--- src/rtl/door_pkg.sv ---
// Shared definitions for the garage door plant, its controller and benches.
// State encodings are fixed 3-bit codes so the controller side can decode them.
package door_pkg;

    localparam logic [2:0] ST_STOP    = 3'd0;
    localparam logic [2:0] ST_SPIN_UP = 3'd1;
    localparam logic [2:0] ST_SPIN_DN = 3'd2;
    localparam logic [2:0] ST_RUN_UP  = 3'd3;
    localparam logic [2:0] ST_RUN_DN  = 3'd4;
    localparam logic [2:0] ST_FAULT   = 3'd5;

    typedef enum logic [2:0] {
        DS_STOP    = ST_STOP,
        DS_SPIN_UP = ST_SPIN_UP,
        DS_SPIN_DN = ST_SPIN_DN,
        DS_RUN_UP  = ST_RUN_UP,
        DS_RUN_DN  = ST_RUN_DN,
        DS_FAULT   = ST_FAULT
    } door_state_e;

    localparam logic DIR_UP = 1'b1;
    localparam logic DIR_DN = 1'b0;

endpackage

--- src/rtl/door_step_timer.sv ---
// Spin-up counter, step prescaler and overrun counter for the door plant.
// Each counter has a priority clear and an enable; terminal counts are combinational.
module door_step_timer
    import door_pkg::*;
#(
    parameter int SPINUP      = 2,
    parameter int STEP_DIV    = 4,
    parameter int OVERRUN_MAX = 8
) (
    input  logic clk,
    input  logic rst,
    input  logic spin_clr,
    input  logic spin_en,
    input  logic step_clr,
    input  logic step_en,
    input  logic ovr_clr,
    input  logic ovr_en,
    output logic spin_done,
    output logic step_tick,
    output logic overrun_hit
);

    localparam int SPIN_W = $clog2(SPINUP + 1);
    localparam int STEP_W = $clog2(STEP_DIV + 1);
    localparam int OVR_W  = $clog2(OVERRUN_MAX + 1);

    logic [SPIN_W-1:0] spin_cnt;
    logic [STEP_W-1:0] step_cnt;
    logic [OVR_W-1:0]  ovr_cnt;

    // Terminal counts fire on the cycle whose increment would reach the limit.
    assign spin_done   = spin_en && (spin_cnt == SPIN_W'(SPINUP - 1));
    assign step_tick   = step_en && (step_cnt == STEP_W'(STEP_DIV - 1));
    assign overrun_hit = ovr_en  && (ovr_cnt  == OVR_W'(OVERRUN_MAX - 1));

    always_ff @(posedge clk) begin
        if (rst || spin_clr) begin
            spin_cnt <= '0;
        end else if (spin_en) begin
            spin_cnt <= spin_cnt + 1'b1;
        end

        if (rst || step_clr) begin
            step_cnt <= '0;
        end else if (step_en) begin
            step_cnt <= step_tick ? '0 : step_cnt + 1'b1;
        end

        if (rst || ovr_clr) begin
            ovr_cnt <= '0;
        end else if (ovr_en) begin
            ovr_cnt <= ovr_cnt + 1'b1;
        end
    end

endmodule

--- src/rtl/garage_door_plant.sv ---
// Garage door mechanism model: motor commands in, limit switches and position out.
// Covers spin-up delay, finite travel rate, over-drive into a limit and dual drive.
module garage_door_plant
    import door_pkg::*;
#(
    parameter int TRAVEL_STEPS = 100,
    parameter int STEP_DIV     = 4,
    parameter int SPINUP       = 2,
    parameter int OVERRUN_MAX  = 8,
    parameter int POS_W        = $clog2(TRAVEL_STEPS + 1)
) (
    input  logic             CLK,
    input  logic             RST,
    input  logic             UP_M,
    input  logic             DN_M,
    output logic             UP_Max,
    output logic             DN_MAX,
    output logic [POS_W-1:0] Door_Pos,
    output logic             Moving,
    output logic             Fault,
    output logic [2:0]       dbg_state
);

    localparam logic [POS_W-1:0] POS_MAX = POS_W'(TRAVEL_STEPS);

    door_state_e state;
    logic up_only, dn_only, dual;
    logic spin_en, step_en, ovr_en;
    logic spin_done, step_tick, overrun_hit;

    assign up_only = UP_M & ~DN_M;
    assign dn_only = DN_M & ~UP_M;
    assign dual    = UP_M & DN_M;

    assign spin_en = ((state == DS_SPIN_UP) && up_only) || ((state == DS_SPIN_DN) && dn_only);
    assign step_en = ((state == DS_RUN_UP)  && up_only) || ((state == DS_RUN_DN)  && dn_only);
    // Overrun only counts while pushing into the limit already reached.
    assign ovr_en  = ((state == DS_RUN_UP) && up_only && UP_Max) ||
                     ((state == DS_RUN_DN) && dn_only && DN_MAX);

    door_step_timer #(
        .SPINUP      (SPINUP),
        .STEP_DIV    (STEP_DIV),
        .OVERRUN_MAX (OVERRUN_MAX)
    ) u_timer (
        .clk         (CLK),
        .rst         (RST),
        .spin_clr    (~spin_en),
        .spin_en     (spin_en),
        .step_clr    (~step_en),
        .step_en     (step_en),
        .ovr_clr     (~step_en),
        .ovr_en      (ovr_en),
        .spin_done   (spin_done),
        .step_tick   (step_tick),
        .overrun_hit (overrun_hit)
    );

    always_ff @(posedge CLK) begin
        if (RST) begin
            state    <= DS_STOP;
            Door_Pos <= '0;
        end else if (state != DS_FAULT && dual) begin
            state <= DS_FAULT;
        end else begin
            case (state)
                DS_STOP: begin
                    if (up_only)      state <= DS_SPIN_UP;
                    else if (dn_only) state <= DS_SPIN_DN;
                end
                DS_SPIN_UP: begin
                    if (!up_only)       state <= DS_STOP;
                    else if (spin_done) state <= DS_RUN_UP;
                end
                DS_SPIN_DN: begin
                    if (!dn_only)       state <= DS_STOP;
                    else if (spin_done) state <= DS_RUN_DN;
                end
                DS_RUN_UP: begin
                    if (!up_only)                   state    <= DS_STOP;
                    else if (overrun_hit)           state    <= DS_FAULT;
                    else if (step_tick && !UP_Max)  Door_Pos <= Door_Pos + 1'b1;
                end
                DS_RUN_DN: begin
                    if (!dn_only)                   state    <= DS_STOP;
                    else if (overrun_hit)           state    <= DS_FAULT;
                    else if (step_tick && !DN_MAX)  Door_Pos <= Door_Pos - 1'b1;
                end
                DS_FAULT: state <= DS_FAULT;
                default:  state <= DS_STOP;
            endcase
        end
    end

    assign UP_Max    = (Door_Pos == POS_MAX);
    assign DN_MAX    = (Door_Pos == '0);
    assign Moving    = (state == DS_RUN_UP) || (state == DS_RUN_DN);
    assign Fault     = (state == DS_FAULT);
    assign dbg_state = state;

endmodule
--- config.mk ---
export PLATFORM = sky130hd
export DESIGN_NAME = garage_door_plant
export DESIGN_NICKNAME = d
export VERILOG_FILES = /design/src/rtl/door_pkg.sv /design/src/rtl/door_step_timer.sv /design/src/rtl/garage_door_plant.sv
export SDC_FILE = /design/constraint.sdc
export NUM_CORES = 1
export LEC_CHECK = 0
export ABC_AREA = 1
export BUFFER_PORTS_ARGS = -buffer_cell sky130_fd_sc_hd__buf_4
export CORE_UTILIZATION = 50
export CTS_CLUSTER_SIZE = 25
export DETAILED_ROUTE_END_ITERATION = 10
export PLACE_DENSITY = 0.81
export SYNTH_ARGS = -nofsm -noshare
export SYNTH_HDL_FRONTEND = slang
export SYNTH_HIERARCHICAL = 1
export SYNTH_SLANG_ARGS = --single-unit
--- constraint.sdc ---
create_clock -name CLK -period 2.5 [get_ports CLK]
set_clock_uncertainty 0.15 [all_clocks]
set_input_delay 0.375 -clock CLK [delete_from_list [all_inputs] [get_ports CLK]]
set_output_delay 0.375 -clock CLK [all_outputs]
set_load 0.01 [all_outputs]
==> flow_summary.toml <==
[placement]
post_dp_cell_area_mm2 = 0.00154
place.gp.congestion = 0.931
portBuffers = 17
dp.cells = 259
dp_hpwl_um = 2300

[clocking]
cts_max_level = 1
clock_sinks = 19
cts-root-buf = "clkbuf_4"
cts_hold_buf = 0
clk_latency_ns = 0.30
cts_buffers = 3
cts_tree = "yes"
clk_pin_slew_worst_paths_ns = 0.11
clockBufferDepth = 2

[setup_path]
startpoint_type = "flop"
rrSetupSlack_ns = 0.20
cp_top_family = "simple AND/OR/NAND/NOR gates"
slowest_stage = "dfxtp_1"
worst_path_most_repeated_cell = "nand2_1"
cp.depth = 15
slowest_delay_ns = 0.44
path_max_fanout = 10
critical_path_class = "flop to flop"
endpoint = "Door_Pos[2]"
r2r_end = "Door_Pos[2]"
critPathRequiredTime_ns = 2.59
end_kind = "flop"
critPathBufInv = 2
arrival_ns = 2.39
r2r_start = "dbg_state[1]"
crit_chain = "nor2_4, nand2_4, inv_1, nand2_1, o32ai_2, nand3_1, nor2_1, inv_1, nand2_1, nor2_2, nand2_2, nor2_8, o21ai_0, nand2_1, a21oi_1"
cp-startpoint = "dbg_state[1]"
r2r_cells = 15

[routing]
drtPass1Iterations = 4
ant_nets = 0
wl_met1_um = 1430
drt-total-wl_um = 2890
route.met2.wl_um = 1260
via_per_inst = 5.09
dr_wl_met3_um = 175
first_iter_violations = 41
wl_per_cell_um = 10.9
vias = 1350
dr.max_layer_used = "met4"
drc = 0

[die]
fp.dieH_um = 53.6
io_pins = 18
die_w_um = 53.6
rows = 18
start_util = 0.532
dieArea_mm2 = 0.00287
core-area_mm2 = 0.00250

[layout]
diodes = 0
num-nets-final = 247
final_cell_mix = "nand2_1, inv_1, buf_4"
regArea_um2 = 380
final_cells = 265
final.fill_count = 244
areaGrowthSynthToFinish_pct = 19.2
drive_above_1_share = 0.204
multi_input_area_um2 = 817
fin_area_mm2 = 0.00159
final_common_cell = "nand2_1"

[worst_hold_path]
hold_class = "input pin to flop"
hp-start = "RST"

[timing]
hold_viol = 0
worst_pin_slew_ns = 0.390
slew_headroom = 0.740
post-route-min-period_ns = 2.30
fmaxAchievable_ghz = 0.434
period_share = 0.921
setup_viol = 0
drv_slew = 0

[status]
status = "completed"

[synth]
synthFlopType = "dfxtp_1"
synth-edff-count = 0
ys_ff_latch = 19
seq_area_frac_synth = 0.286
syn_area_mm2 = 0.00133
synth.net_count = 218
syn_inst = 207
synth_cell_types = 31
syn_avg_cell_area_um2 = 6.43
ys_async_sr_fraction = 0
yosysWarnings = 6

[grt]
grt_max_degree = 12
track_usage = 0.220
grt_pass1_wl_um = 4620
grt_pass1_vias = 1102
antenna_found_initial = 0
grt_overflow = 0

[power_and_ir_drop]
finalPower_w = 0.000630
switchingPower_w = 0.000200
pwr-share-comb = 0.233
clkPwrFrac = 0.250
p_sw_frac = 0.317
worst_ir_drop_vdd_mv = 0.295
p_leak_nw = 0.810
seq_power_share = 0.517
power_density_mw_per_mm2 = 398
internal-power_w = 0.000430

[flow_run]
maxCapViolCount = 0
## power groups by stage
stage	registers [W]	logic, W	clock network [W]
2_1_floorplan	0.000330	0.0000905	0
3_3_place_gp	0.000333	0.000135	0
3_5_place_dp	0.000332	0.000135	0
4_1_cts	0.000326	0.000135	0.000163
5_1_grt	0.000327	0.000163	0.000178
6_report	0.000326	0.000147	0.000157
## worst register-to-register path, delay by kind of cell, from the launching register on
family | cells | cell delay (ns)
AOI/OAI and AO/OA | 3 | 0.48
buffers and inverters | 2 | 0.19
DFF | 1 | 0.44
and+or+nand+nor | 10 | 1.00
## how the worst min path moves through the flow
stage,end,slack (ns),cells past startpoint
after floorplan,dbg_state[2],0.29,1
after global placement,u_timer/spin_cnt[1],0.34,1
after detailed placement,u_timer/spin_cnt[1],0.34,1
after CTS,dbg_state[0],0.19,2
after global routing,u_timer/spin_cnt[0],0.18,2
final,dbg_state[0],0.19,2
## cell usage after synthesis, types with 4 or more instances
library cell / count / share of area
nand2_1: 53 / 0.15
nand2_2: 6 / 0.028
nor2_1: 20 / 0.056
nor2_2: 4 / 0.019
a21oi_1: 11 / 0.041
ha_1: 7 / 0.066
o21ai_1: 4 / 0.015
inv_1: 34 / 0.096
dfxtp_1: 19 / 0.29
nand3_1: 14 / 0.053
o21ai_0: 9 / 0.034
## timing repair
item                                    CTS  global route
buffers inserted                          0             2
endpoints found under the setup margin    0             3
gates resized for setup                   0             0
## sequential cells by signal, summed over array words and instances (netlist names)
signal / count
u_timer/ovr_cnt: 4
u_timer/spin_cnt: 2
u_timer/step_cnt: 3
dbg_state: 3
Door_Pos: 7
## area by class of cell
type | instances | share of cell area
clock inverter | 1 | 0.00316
inverter | 36 | 0.0852
timing repair buffer | 25 | 0.118
multi-input combinational | 151 | 0.515
clock buffer | 3 | 0.0142
sequential | 19 | 0.240
tap | 30 | 0.0237
## per-stage QoR
step	util	setup slack, ns	setup TNS (ns)	hold slack (ns)
floorplan	-	0.180	0	0.294
global placement	0.617	0.206	0	0.338
detailed placement	0.617	0.181	0	0.345
CTS	0.628	0.181	0	0.188
global route	0.634	-0.00188	-0.00188	0.184
finish	0.634	0.198	0	0.195
## per-layer routing
| metal | vias to the layer above | global-route usage |
|---|---|---|
| met3 | 2 | 0.0367 |
| met1 | 579 | 0.320 |
| met2 | 50 | 0.333 |
| met4 | 0 | 0.0570 |
| li1 | 719 | - |
| met5 | - | 0 |
## logic make-up after synthesis
family	synth area share
fa+ha+maj	0.0658
flops	0.286
simple gates	0.378
buf+inv	0.105
compound gates	0.151
xor+xnor	0.0132
No activity file was read; power rests on OpenSTA's default activity.
